## config.mk

```make
export PLATFORM = sky130hd
export DESIGN_NAME = capture_sprite_flat
export DESIGN_NICKNAME = d
export VERILOG_FILES = /design/src/rtl/capture_sprite_pkg.sv /design/src/rtl/capture_sprite_if.sv /design/src/rtl/capture_sprite_addr_gen.sv /design/src/rtl/capture_sprite.sv /design/src/flat_wrapper.sv
export SDC_FILE = /design/constraint.sdc
export NUM_CORES = 1
export LEC_CHECK = 0
export BUFFER_PORTS_ARGS = -buffer_cell sky130_fd_sc_hd__buf_2
export CAP_MARGIN = 20
export CORE_UTILIZATION = 48
export CTS_CLUSTER_SIZE = 25
export DETAILED_ROUTE_END_ITERATION = 8
export PLACE_DENSITY = 0.81
export SLEW_MARGIN = 20
export SYNTH_ARGS = -nofsm -noshare
export SYNTH_HDL_FRONTEND = slang
export SYNTH_SLANG_ARGS = --single-unit
```

## constraint.sdc

```tcl
create_clock -name clk -period 3.4 [get_ports clk]
set_clock_uncertainty 0.2 [all_clocks]
set_input_delay 0.68 -clock clk [delete_from_list [all_inputs] [get_ports clk]]
set_output_delay 0.68 -clock clk [all_outputs]
set_load 0.005 [all_outputs]
```

## src/rtl/capture_sprite_pkg.sv

```systemverilog
// capture_sprite_pkg
// Shared constants and the controller state type for the tile capture block
// and the sprite addressing helper that the draw path also uses.
package capture_sprite_pkg;

    // Frame geometry
    localparam int FRAME_W  = 320;
    localparam int FRAME_H  = 240;
    localparam int DIM      = 8;

    // Bus widths
    localparam int FRAME_AW = 17;
    localparam int IMG_AW   = 14;
    localparam int PIX_W    = 24;
    localparam int SLOT_W   = IMG_AW - 6;
    localparam int IDX_W    = 6;

    typedef enum logic [1:0] {
        IDLE  = 2'd0,
        READ  = 2'd1,
        DRAIN = 2'd2
    } state_t;

endpackage

```

## src/rtl/capture_sprite_if.sv

```systemverilog
// capture_sprite_if
// Request, frame-buffer read and image-memory write signals of the capture
// block. The nonzero flag only exists when CAPTURE_NONZERO_EN is defined.
interface capture_sprite_if;
    import capture_sprite_pkg::*;

    logic                start;
    logic [FRAME_AW-1:0] data_in;
    logic [SLOT_W-1:0]   addr_in;
    logic                rdy;
    logic                done;
    logic [FRAME_AW-1:0] frame_addr;
    logic [PIX_W-1:0]    frame_data;
    logic [IMG_AW-1:0]   img_mem_addr;
    logic [PIX_W-1:0]    img_pixel_data;
    logic                img_we;
`ifdef CAPTURE_NONZERO_EN
    logic                nonzero;
`endif

`ifdef CAPTURE_NONZERO_EN
    modport slave (
        input  start, data_in, addr_in, frame_data,
        output rdy, done, frame_addr, img_mem_addr, img_pixel_data, img_we, nonzero
    );
    modport master (
        output start, data_in, addr_in, frame_data,
        input  rdy, done, frame_addr, img_mem_addr, img_pixel_data, img_we, nonzero
    );
`else
    modport slave (
        input  start, data_in, addr_in, frame_data,
        output rdy, done, frame_addr, img_mem_addr, img_pixel_data, img_we
    );
    modport master (
        output start, data_in, addr_in, frame_data,
        input  rdy, done, frame_addr, img_mem_addr, img_pixel_data, img_we
    );
`endif

endinterface

```

## src/rtl/capture_sprite_addr_gen.sv

```systemverilog
// sprite_addr_gen
// Maps a tile base address and a row-major pixel index to a frame address.
// Shared with the draw path so capture and draw walk the tile identically.
// idx[2:0] is the column, idx[5:3] the row; arithmetic wraps at 17 bits.
module sprite_addr_gen
    import capture_sprite_pkg::*;
#(
    parameter int FRAME_W = capture_sprite_pkg::FRAME_W
)(
    input  logic [FRAME_AW-1:0] base,
    input  logic [IDX_W-1:0]    idx,
    output logic [FRAME_AW-1:0] frame_addr
);

    logic [FRAME_AW-1:0] col;
    logic [FRAME_AW-1:0] row;
    logic [FRAME_AW-1:0] row_off;

    // base + column + pitch * row, truncated to the frame address width
    always_comb begin
        col        = FRAME_AW'(idx[2:0]);
        row        = FRAME_AW'(idx[5:3]);
        row_off    = row * FRAME_AW'(FRAME_W);
        frame_addr = base + col + row_off;
    end

endmodule

```

## src/rtl/capture_sprite.sv

```systemverilog
// capture_sprite
// Copies one DIM x DIM tile from the frame buffer into a 64-entry slot of
// sprite image memory. Reads are issued one per cycle; each write follows
// its read by one cycle because the frame RAM has a registered output.
// Optional feature macro: CAPTURE_NONZERO_EN adds the sticky nonzero flag.
//
// state | meaning
// ------+-----------------------------------------------------------
// IDLE  | rdy=1, waiting for start; latches base/slot on accept
// READ  | one frame read per cycle, idx 0..63; writes trail by one
// DRAIN | last write (idx 63) in flight, done pulses, back to IDLE
module capture_sprite
    import capture_sprite_pkg::*;
#(
    parameter int FRAME_W = capture_sprite_pkg::FRAME_W,
    parameter int DIM     = capture_sprite_pkg::DIM
)(
    input  logic             clk,
    input  logic             rst_n,
    capture_sprite_if.slave  bus
);

    localparam logic [IDX_W-1:0] LAST_IDX = IDX_W'(DIM * DIM - 1);

    state_t              state;
    state_t              state_nxt;
    logic [FRAME_AW-1:0] base;
    logic [SLOT_W-1:0]   slot;
    logic [IDX_W-1:0]    idx;
    logic                wr_vld;
    logic [IMG_AW-1:0]   wr_addr;
    logic [FRAME_AW-1:0] rd_addr;
    logic                accept;

    assign accept = (state == IDLE) && bus.start;

    // State register
    always_ff @(posedge clk or negedge rst_n) begin
        if (!rst_n) begin
            state <= IDLE;
        end else begin
            state <= state_nxt;
        end
    end

    // Next-state decode
    always_comb begin
        state_nxt = state;
        case (state)
            IDLE:    if (bus.start) state_nxt = READ;
            READ:    if (idx == LAST_IDX) state_nxt = DRAIN;
            DRAIN:   state_nxt = IDLE;
            default: state_nxt = IDLE;
        endcase
    end

    // Request latch and read index; start is ignored outside IDLE
    always_ff @(posedge clk or negedge rst_n) begin
        if (!rst_n) begin
            base <= '0;
            slot <= '0;
            idx  <= '0;
        end else if (accept) begin
            base <= bus.data_in;
            slot <= bus.addr_in;
            idx  <= '0;
        end else if (state == READ) begin
            idx  <= idx + IDX_W'(1);
        end
    end

    // Write stage: valid and destination trail the read by one cycle
    always_ff @(posedge clk or negedge rst_n) begin
        if (!rst_n) begin
            wr_vld  <= 1'b0;
            wr_addr <= '0;
        end else begin
            wr_vld <= (state == READ);
            if (state == READ) begin
                wr_addr <= {slot, idx};
            end
        end
    end

    sprite_addr_gen #(
        .FRAME_W    (FRAME_W)
    ) u_addr_gen (
        .base       (base),
        .idx        (idx),
        .frame_addr (rd_addr)
    );

    assign bus.frame_addr   = rd_addr;
    assign bus.rdy          = (state == IDLE);
    assign bus.done         = (state == DRAIN);
    assign bus.img_we       = wr_vld;
    assign bus.img_mem_addr = wr_addr;
    // The frame RAM output register is the data stage of the write pipe,
    // so the pixel is forwarded straight through while a write is valid.
    assign bus.img_pixel_data = wr_vld ? bus.frame_data : '0;

`ifdef CAPTURE_NONZERO_EN
    logic nz_q;
    logic pix_nz;

    assign pix_nz = wr_vld && (bus.frame_data != '0);

    // Sticky flag, cleared on accept; the current write is ORed in below so
    // the flag already covers pixel 63 during the done cycle.
    always_ff @(posedge clk or negedge rst_n) begin
        if (!rst_n) begin
            nz_q <= 1'b0;
        end else if (accept) begin
            nz_q <= 1'b0;
        end else if (pix_nz) begin
            nz_q <= 1'b1;
        end
    end

    assign bus.nonzero = nz_q | pix_nz;
`endif

endmodule
```

## src/flat_wrapper.sv

```systemverilog
// flat-port wrapper written by rule: the top's interface ports become plain ports
module capture_sprite_flat import capture_sprite_pkg::*;
#(
    parameter int FRAME_W = capture_sprite_pkg::FRAME_W,
    parameter int DIM     = capture_sprite_pkg::DIM
)
  (clk, rst_n, bus_start, bus_data_in, bus_addr_in, bus_frame_data, bus_rdy, bus_done, bus_frame_addr, bus_img_mem_addr, bus_img_pixel_data, bus_img_we);
  capture_sprite_if bus_i ();
  input  logic clk;
  input  logic rst_n;
  input wire logic [$bits(bus_i.start)-1:0] bus_start;
  input wire logic [$bits(bus_i.data_in)-1:0] bus_data_in;
  input wire logic [$bits(bus_i.addr_in)-1:0] bus_addr_in;
  input wire logic [$bits(bus_i.frame_data)-1:0] bus_frame_data;
  output wire logic [$bits(bus_i.rdy)-1:0] bus_rdy;
  output wire logic [$bits(bus_i.done)-1:0] bus_done;
  output wire logic [$bits(bus_i.frame_addr)-1:0] bus_frame_addr;
  output wire logic [$bits(bus_i.img_mem_addr)-1:0] bus_img_mem_addr;
  output wire logic [$bits(bus_i.img_pixel_data)-1:0] bus_img_pixel_data;
  output wire logic [$bits(bus_i.img_we)-1:0] bus_img_we;
  assign bus_i.start = bus_start;
  assign bus_i.data_in = bus_data_in;
  assign bus_i.addr_in = bus_addr_in;
  assign bus_i.frame_data = bus_frame_data;
  assign bus_rdy = bus_i.rdy;
  assign bus_done = bus_i.done;
  assign bus_frame_addr = bus_i.frame_addr;
  assign bus_img_mem_addr = bus_i.img_mem_addr;
  assign bus_img_pixel_data = bus_i.img_pixel_data;
  assign bus_img_we = bus_i.img_we;
  capture_sprite #(.FRAME_W(FRAME_W), .DIM(DIM)) u_core (.clk(clk), .rst_n(rst_n), .bus(bus_i));
endmodule
```

==> out/qor.txt, run 1 <==
Final setup violating endpoints: 0
# IOs: 110
Clk root buf: clkbuf_8
Crit end category: primary output
Starting density of the core: 50.8%
CP Class: reg2out
First-pass GRT wire length: 10600 um
LEAKAGE: 1.80 nW
Antenna fix cells: 0
Top cell type's share of synthesized area: 45.2%
Worst Hold Class: in2async
WP depth: 8
Syn Area/Cell: 9.85 um2
Dpl cell area: 3310 um2
Number of global-route vias before repair: 2319
Power Density: 983 nW/um2
Least-Margin Pin Slew: 0.615 ns
Worst skew pair latency: 0.31 ns
Largest net degree at the start of global routing: 49
TritonCTS clock tree: built
Initial antenna violation count: 0
GP Congestion: 0.851
Worst path required time: 2.52 ns
DP Wirelength: 4370 um
Setup crit end: bus_frame_addr[12]
Clk slew on worst S/H paths: 0.09 ns
H-tree levels: 2
Tcrit/Tclk final: 99.8%
Full die area: 5840 um2
Yosys cell types: 41
Critical path, cell by cell: ha_2 -> fa_2 -> a21oi_4 -> nor3_4 -> o31ai_2 -> or4b_4 -> o311ai_1 -> buf_2
Ys async rst share: 100%
Row count: 26
Max-Cap Viols: 0
Hold WS: 0.174 ns
Drt drc: 0
Yosys top cell by area: dfrtp_1
Num Clock Sinks: 48
Clock tree buffer depth: 2
Final core occ: 70.0%
Slowest stage delay, CP: 0.49 ns
# hold bufs at CTS: 0
Peak Freq: 295 MHz
Cells after synthesis: 270
RR Endpoint: u_core.idx[5]
Fin nets: 458
Worst path arrival time: 2.51 ns
R2R depth: 6
Grt ovf: 0
Final Hold Vio Count: 0
Top FF cell, synth: dfrtp_1
Bufs and invs on worst path: 1
Post-Syn Nets: 336
Final Cell Area: 3670 um2
Mapped Area: 2660 um2
Worst-path fanout max: 2
Remaining antenna violation count: 0
Die Y: 76.4 um
CP max stage cell: or4b_4
Share of cells above drive strength 1: 47.1%
Vias per cell: 5.21
Worst IR Drop VDD: 0.637 mV
Crit path from: u_core.idx[0]
Status: complete, no violations
Syn-to-layout area delta: 37.8%
Flop-to-flop setup slack: 1.42 ns
Final slew viol count: 0
DRT iter0 DRCs: 104
Die width: 76.4 um
Largest cells by area after synthesis: dfrtp_1, mux2_2, nand2_1, and2_1, ha_1
CTS buffer count: 5
Setup TNS: 0 ns
Crit path time final: 3.39 ns
Pre-antenna DRT Iters: 4
Port Buffers: 109
Wire per inst: 14.0 um
Tot Pwr: 0.00360 W
Vias after detailed routing: 2410
Overall routing resource usage: 22.8%
Yosys reg bits: 48
Seq/Total Area, Yosys: 45.2%
Worst r2r src: u_core.state[1]
Yosys warning count: 0
Routed wire length: 6480 um
Critical Path Source Type: flop
Cell family with most CP delay: adder cells
Number of flops mapped to enable cells by yosys: 0
RSZ-0062 raised after global routing: yes
Core ar.: 5240 um2
Rel. slew slack: 59.0%
-- final cells by class --
| cell class | instances | area, um2 |
|---|---|---|
| multi-input cells | 205 | 1580 |
| fillers | 400 | 1570 |
| repair buffers | 126 | 676 |
| clock inverters | 2 | 13.8 |
| well taps | 70 | 87.6 |
| flip-flops and latches | 48 | 1200 |
| inverters | 6 | 22.5 |
| clock buffers | 6 | 82.6 |
-- worst register-to-register path, delay by kind of cell (launching register included) --
family	cells	cell delay, ns
buffers and inverters	1	0.39
flip-flops	1	0.40
AND/OR/NAND/NOR	3	0.62
AO/OA/AOI/OAI	2	0.26
-- sequential cells by signal, summed over array words and instances (netlist names) --
name and count:
u_core.base 17, u_core.bus.img_mem_addr 14, u_core.slot 8, u_core.idx 6, u_core.state 2, u_core.bus.img_we 1
-- through the flow --
stage | std cells | setup slack, ns
after floorplan | 270 | 0.212
after global placement | 446 | 0.133
after detailed placement | 446 | 0.0178
after CTS | 459 | -0.0331
after global routing | 463 | -0.100
final | 463 | 0.00727
-- how the worst min path moves through the flow --
stage / end / slack [ns] / cells after the start
finish: u_core.slot[5] / 0.17 / 1
global route: u_core.slot[4] / 0.22 / 1
CTS: u_core.bus.img_mem_addr[10] / 0.27 / 2
detailed placement: u_core.bus.img_mem_addr[10] / 0.25 / 2
global placement: u_core.bus.img_mem_addr[13] / 0.24 / 2
floorplan: u_core.base[0] / 0.18 / 0
-- synth_stat cells (all sizes together) (4+ instances only) --
| library cell | number |
|---|---|
| o21ai | 15 |
| inv | 6 |
| nor2 | 10 |
| mux2 | 22 |
| nor3 | 6 |
| dfrtp | 48 |
| and2 | 26 |
| clkbuf | 7 |
| nand2 | 56 |
| a21o | 4 |
| nand3 | 4 |
| a21oi | 5 |
| xor2 | 6 |
| xnor2 | 7 |
| buf | 4 |
| ha | 13 |
-- cell usage in the layout, fill, tap and decap left out, types with 2 or more instances in the layout --
master    instances
buf_2           108
nand2_1          54
dfrtp_1          48
and2_1           26
mux2_2           22
buf_4            18
o21ai_0          13
nor2_1            9
xnor2_1           7
ha_4              7
inv_1             6
xor2_1            6
clkbuf_8          6
a21o_1            4
nand3_1           4
ha_1              4
a21oi_1           3
a31oi_1           3
nor3_2            3
nand2b_1          3
nor3b_1           2
nand2_2           2
nand4_1           2
o211ai_1          2
nor3_1            2
and3_1            2
ha_2              2
-- cell families after synthesis --
family | count (synthesis) | synth area share (%)
AOI/OAI and AO/OA | 40 | 10.3
xor gates and xnor gates | 13 | 4.28
adders and majority gates | 14 | 6.87
buffers and inverters | 17 | 2.54
DFF | 48 | 45.2
muxes | 22 | 9.31
and+or+nand+nor | 116 | 21.5
-- where the power goes --
part / internal [W] / leakage [nW] / switching [W]
clock network: 0.000166 / 0.0516 / 0.000195
registers: 0.000844 / 0.573 / 0.000241
logic: 0.00111 / 1.18 / 0.00105
-- per-layer routing --
layer | vias up | wire [um] | GRT usage [%]
met3 | 9 | 344 | 5.03
met4 | 0 | 99 | 7.88
met5 | - | 0 | 0
met2 | 89 | 3330 | 41.2
li1 | 1164 | - | -
met1 | 1148 | 2700 | 26.6
-- timing repair --
item | in CTS | in global routing
resized for setup | 16 | 17
buffers inserted | 5 | 4
pin swaps | 8 | 11
endpoints found under the setup margin | 6 | 7
Note: power is estimated with default switching activity, not from simulation.
==> run 2: changes to the inputs <==
- CORE_UTILIZATION: 48 -> 40
- PLACE_DENSITY: 0.81 -> 0.69
==> out/qor.txt, run 2 (synthesis gave the netlist of run 1 again) <==
Clk root buf: clkbuf_8
Tcrit/Tclk final: 99.8%
Worst-path fanout max: 2
P_sw: 0.00141 W
Vias per cell: 5.00
Die Y: 83.6 um
Wire per inst: 13.3 um
Num Clock Sinks: 48
Leading cell type in the layout, fill and taps excluded: buf_2
Hold WS: 0.168 ns
Vias after detailed routing: 2318
Final Hold Vio Count: 0
Worst path arrival time: 2.51 ns
GP Congestion: 0.823
Power Density: 974 nW/um2
Power share of the combinational group: 56.8%
Most frequent cells in the layout: buf_2, nand2_1, dfrtp_1, and2_1, mux2_2
Fin nets: 452
Crit end category: primary output
Max reg flops: 17
Grt ovf: 0
Worst Hold Class: in2async
Final slew viol count: 0
Clock network power share: 12.5%
Flop-to-flop setup slack: 1.34 ns
# hold bufs at CTS: 0
Max-Cap Viols: 0
LEAKAGE: 1.75 nW
Rel. slew slack: 56.4%
Die width: 83.6 um
Least-Margin Pin Slew: 0.653 ns
Status: complete, no violations
R2R depth: 6
Drt drc: 0
CTS buffer count: 5
RSZ-0062 raised after global routing: yes
Sw frac: 40.4%
Sequential Power Share: 30.7%
Internal power: 0.00208 W
Worst skew pair latency: 0.31 ns
First-pass GRT wire length: 10600 um
Clock tree buffer depth: 2
CP Class: reg2out
Final setup violating endpoints: 0
Overall routing resource usage: 18.8%
DRT iter0 DRCs: 53
Starting density of the core: 41.7%
Register area: 1200 um2
Worst r2r src: u_core.state[1]
# IOs: 110
Reg with most FFs: u_core.base
Share of cells above drive strength 1: 44.2%
DP Wirelength: 4420 um
Number of global-route vias before repair: 2307
Syn-to-layout area delta: 34.5%
RR Endpoint: u_core.idx[3]
Crit path time final: 3.39 ns
Worst IR Drop VDD: 0.597 mV
Finished Layout Cells: 464
Routed wire length: 6180 um
Full die area: 6980 um2
Peak Freq: 295 MHz
Row count: 29
Area of the multi-input gates: 1510 um2
TritonCTS clock tree: built
Worst path required time: 2.52 ns
Cells after DPL: 452
Core ar.: 6390 um2
H-tree levels: 2
Clk slew on worst S/H paths: 0.10 ns
Remaining antenna violation count: 0
Largest net degree at the start of global routing: 49
Pre-antenna DRT Iters: 4
Antenna fix cells: 0
Fillers: 582
Critical Path Source Type: flop
Initial antenna violation count: 0
Port Buffers: 109
==> run 2: area by class of cell <==
| type | instances | area share (%) |
|---|---|---|
| Clock buffer | 5 | 1.92 |
| Clock inverter | 3 | 1.29 |
| Inverter | 6 | 0.629 |
| Multi-Input combinational cell | 205 | 42.3 |
| Sequential cell | 48 | 33.6 |
| Tap cell | 77 | 2.69 |
| Timing Repair Buffer | 120 | 17.6 |
==> run 2: worst max-delay path by stage <==
stage | to | depth (start not counted) | from
floorplan | bus_frame_addr[15] | 9 | u_core.idx[3]
global placement | bus_frame_addr[15] | 9 | u_core.idx[3]
detailed placement | bus_frame_addr[15] | 9 | u_core.idx[3]
CTS | bus_frame_addr[15] | 10 | u_core.idx[3]
global route | bus_frame_addr[14] | 9 | u_core.idx[3]
finish | bus_frame_addr[12] | 8 | u_core.idx[0]
==> run 2: power by group through the flow <==
stage               sequential [W]  clock [W]  combinational [W]
CTS                        0.00108   0.000442            0.00194
floorplan                  0.00104          0            0.00112
global route               0.00112   0.000464            0.00221
detailed placement         0.00108          0            0.00178
global placement           0.00106          0            0.00175
finish                     0.00107   0.000434            0.00198
==> run 2: what timing repair did <==
| item | in CTS | in global routing |
|---|---|---|
| gates resized for setup | 17 | 4 |
| setup endpoints to repair | 6 | 7 |
| pin swaps | 8 | 3 |
| hold endpoints to repair | 0 | 0 |
| buffers inserted | 4 | 0 |
==> run 2: stage by stage <==
step | utilization, % | instance area [um2] | setup TNS (ns) | total power [W] | setup slack (ns)
floorplan | - | 2660 | 0 | 0.00216 | 0.212
global placement | 51.8 | 3310 | 0 | 0.00281 | 0.0203
detailed placement | 51.8 | 3310 | -0.155 | 0.00286 | -0.113
CTS | 55.6 | 3550 | -0.0241 | 0.00346 | -0.0241
global route | 56.0 | 3580 | -0.611 | 0.00379 | -0.124
finish | 56.0 | 3580 | 0 | 0.00349 | 0.00786
==> run 2: worst max-delay path, stage by stage (launching register included) <==
cell and delay (ns):
dfrtp_1 0.39, ha_1 0.23, fa_2 0.39, a21oi_4 0.18
nor3_4 0.07, o31ai_2 0.22, or4b_1 0.46, o311ai_1 0.10
buf_2 0.16
==> run 2: routing by layer <==
| metal | global-route usage (%) | share of wire [%] | up-vias |
|---|---|---|---|
| met5 | 0 | 0 | - |
| met4 | 5.08 | 1.4 | 0 |
| met3 | 3.76 | 6.9 | 7 |
| met2 | 34.7 | 50 | 93 |
| met1 | 22.2 | 42 | 1070 |
| li1 | - | - | 1148 |
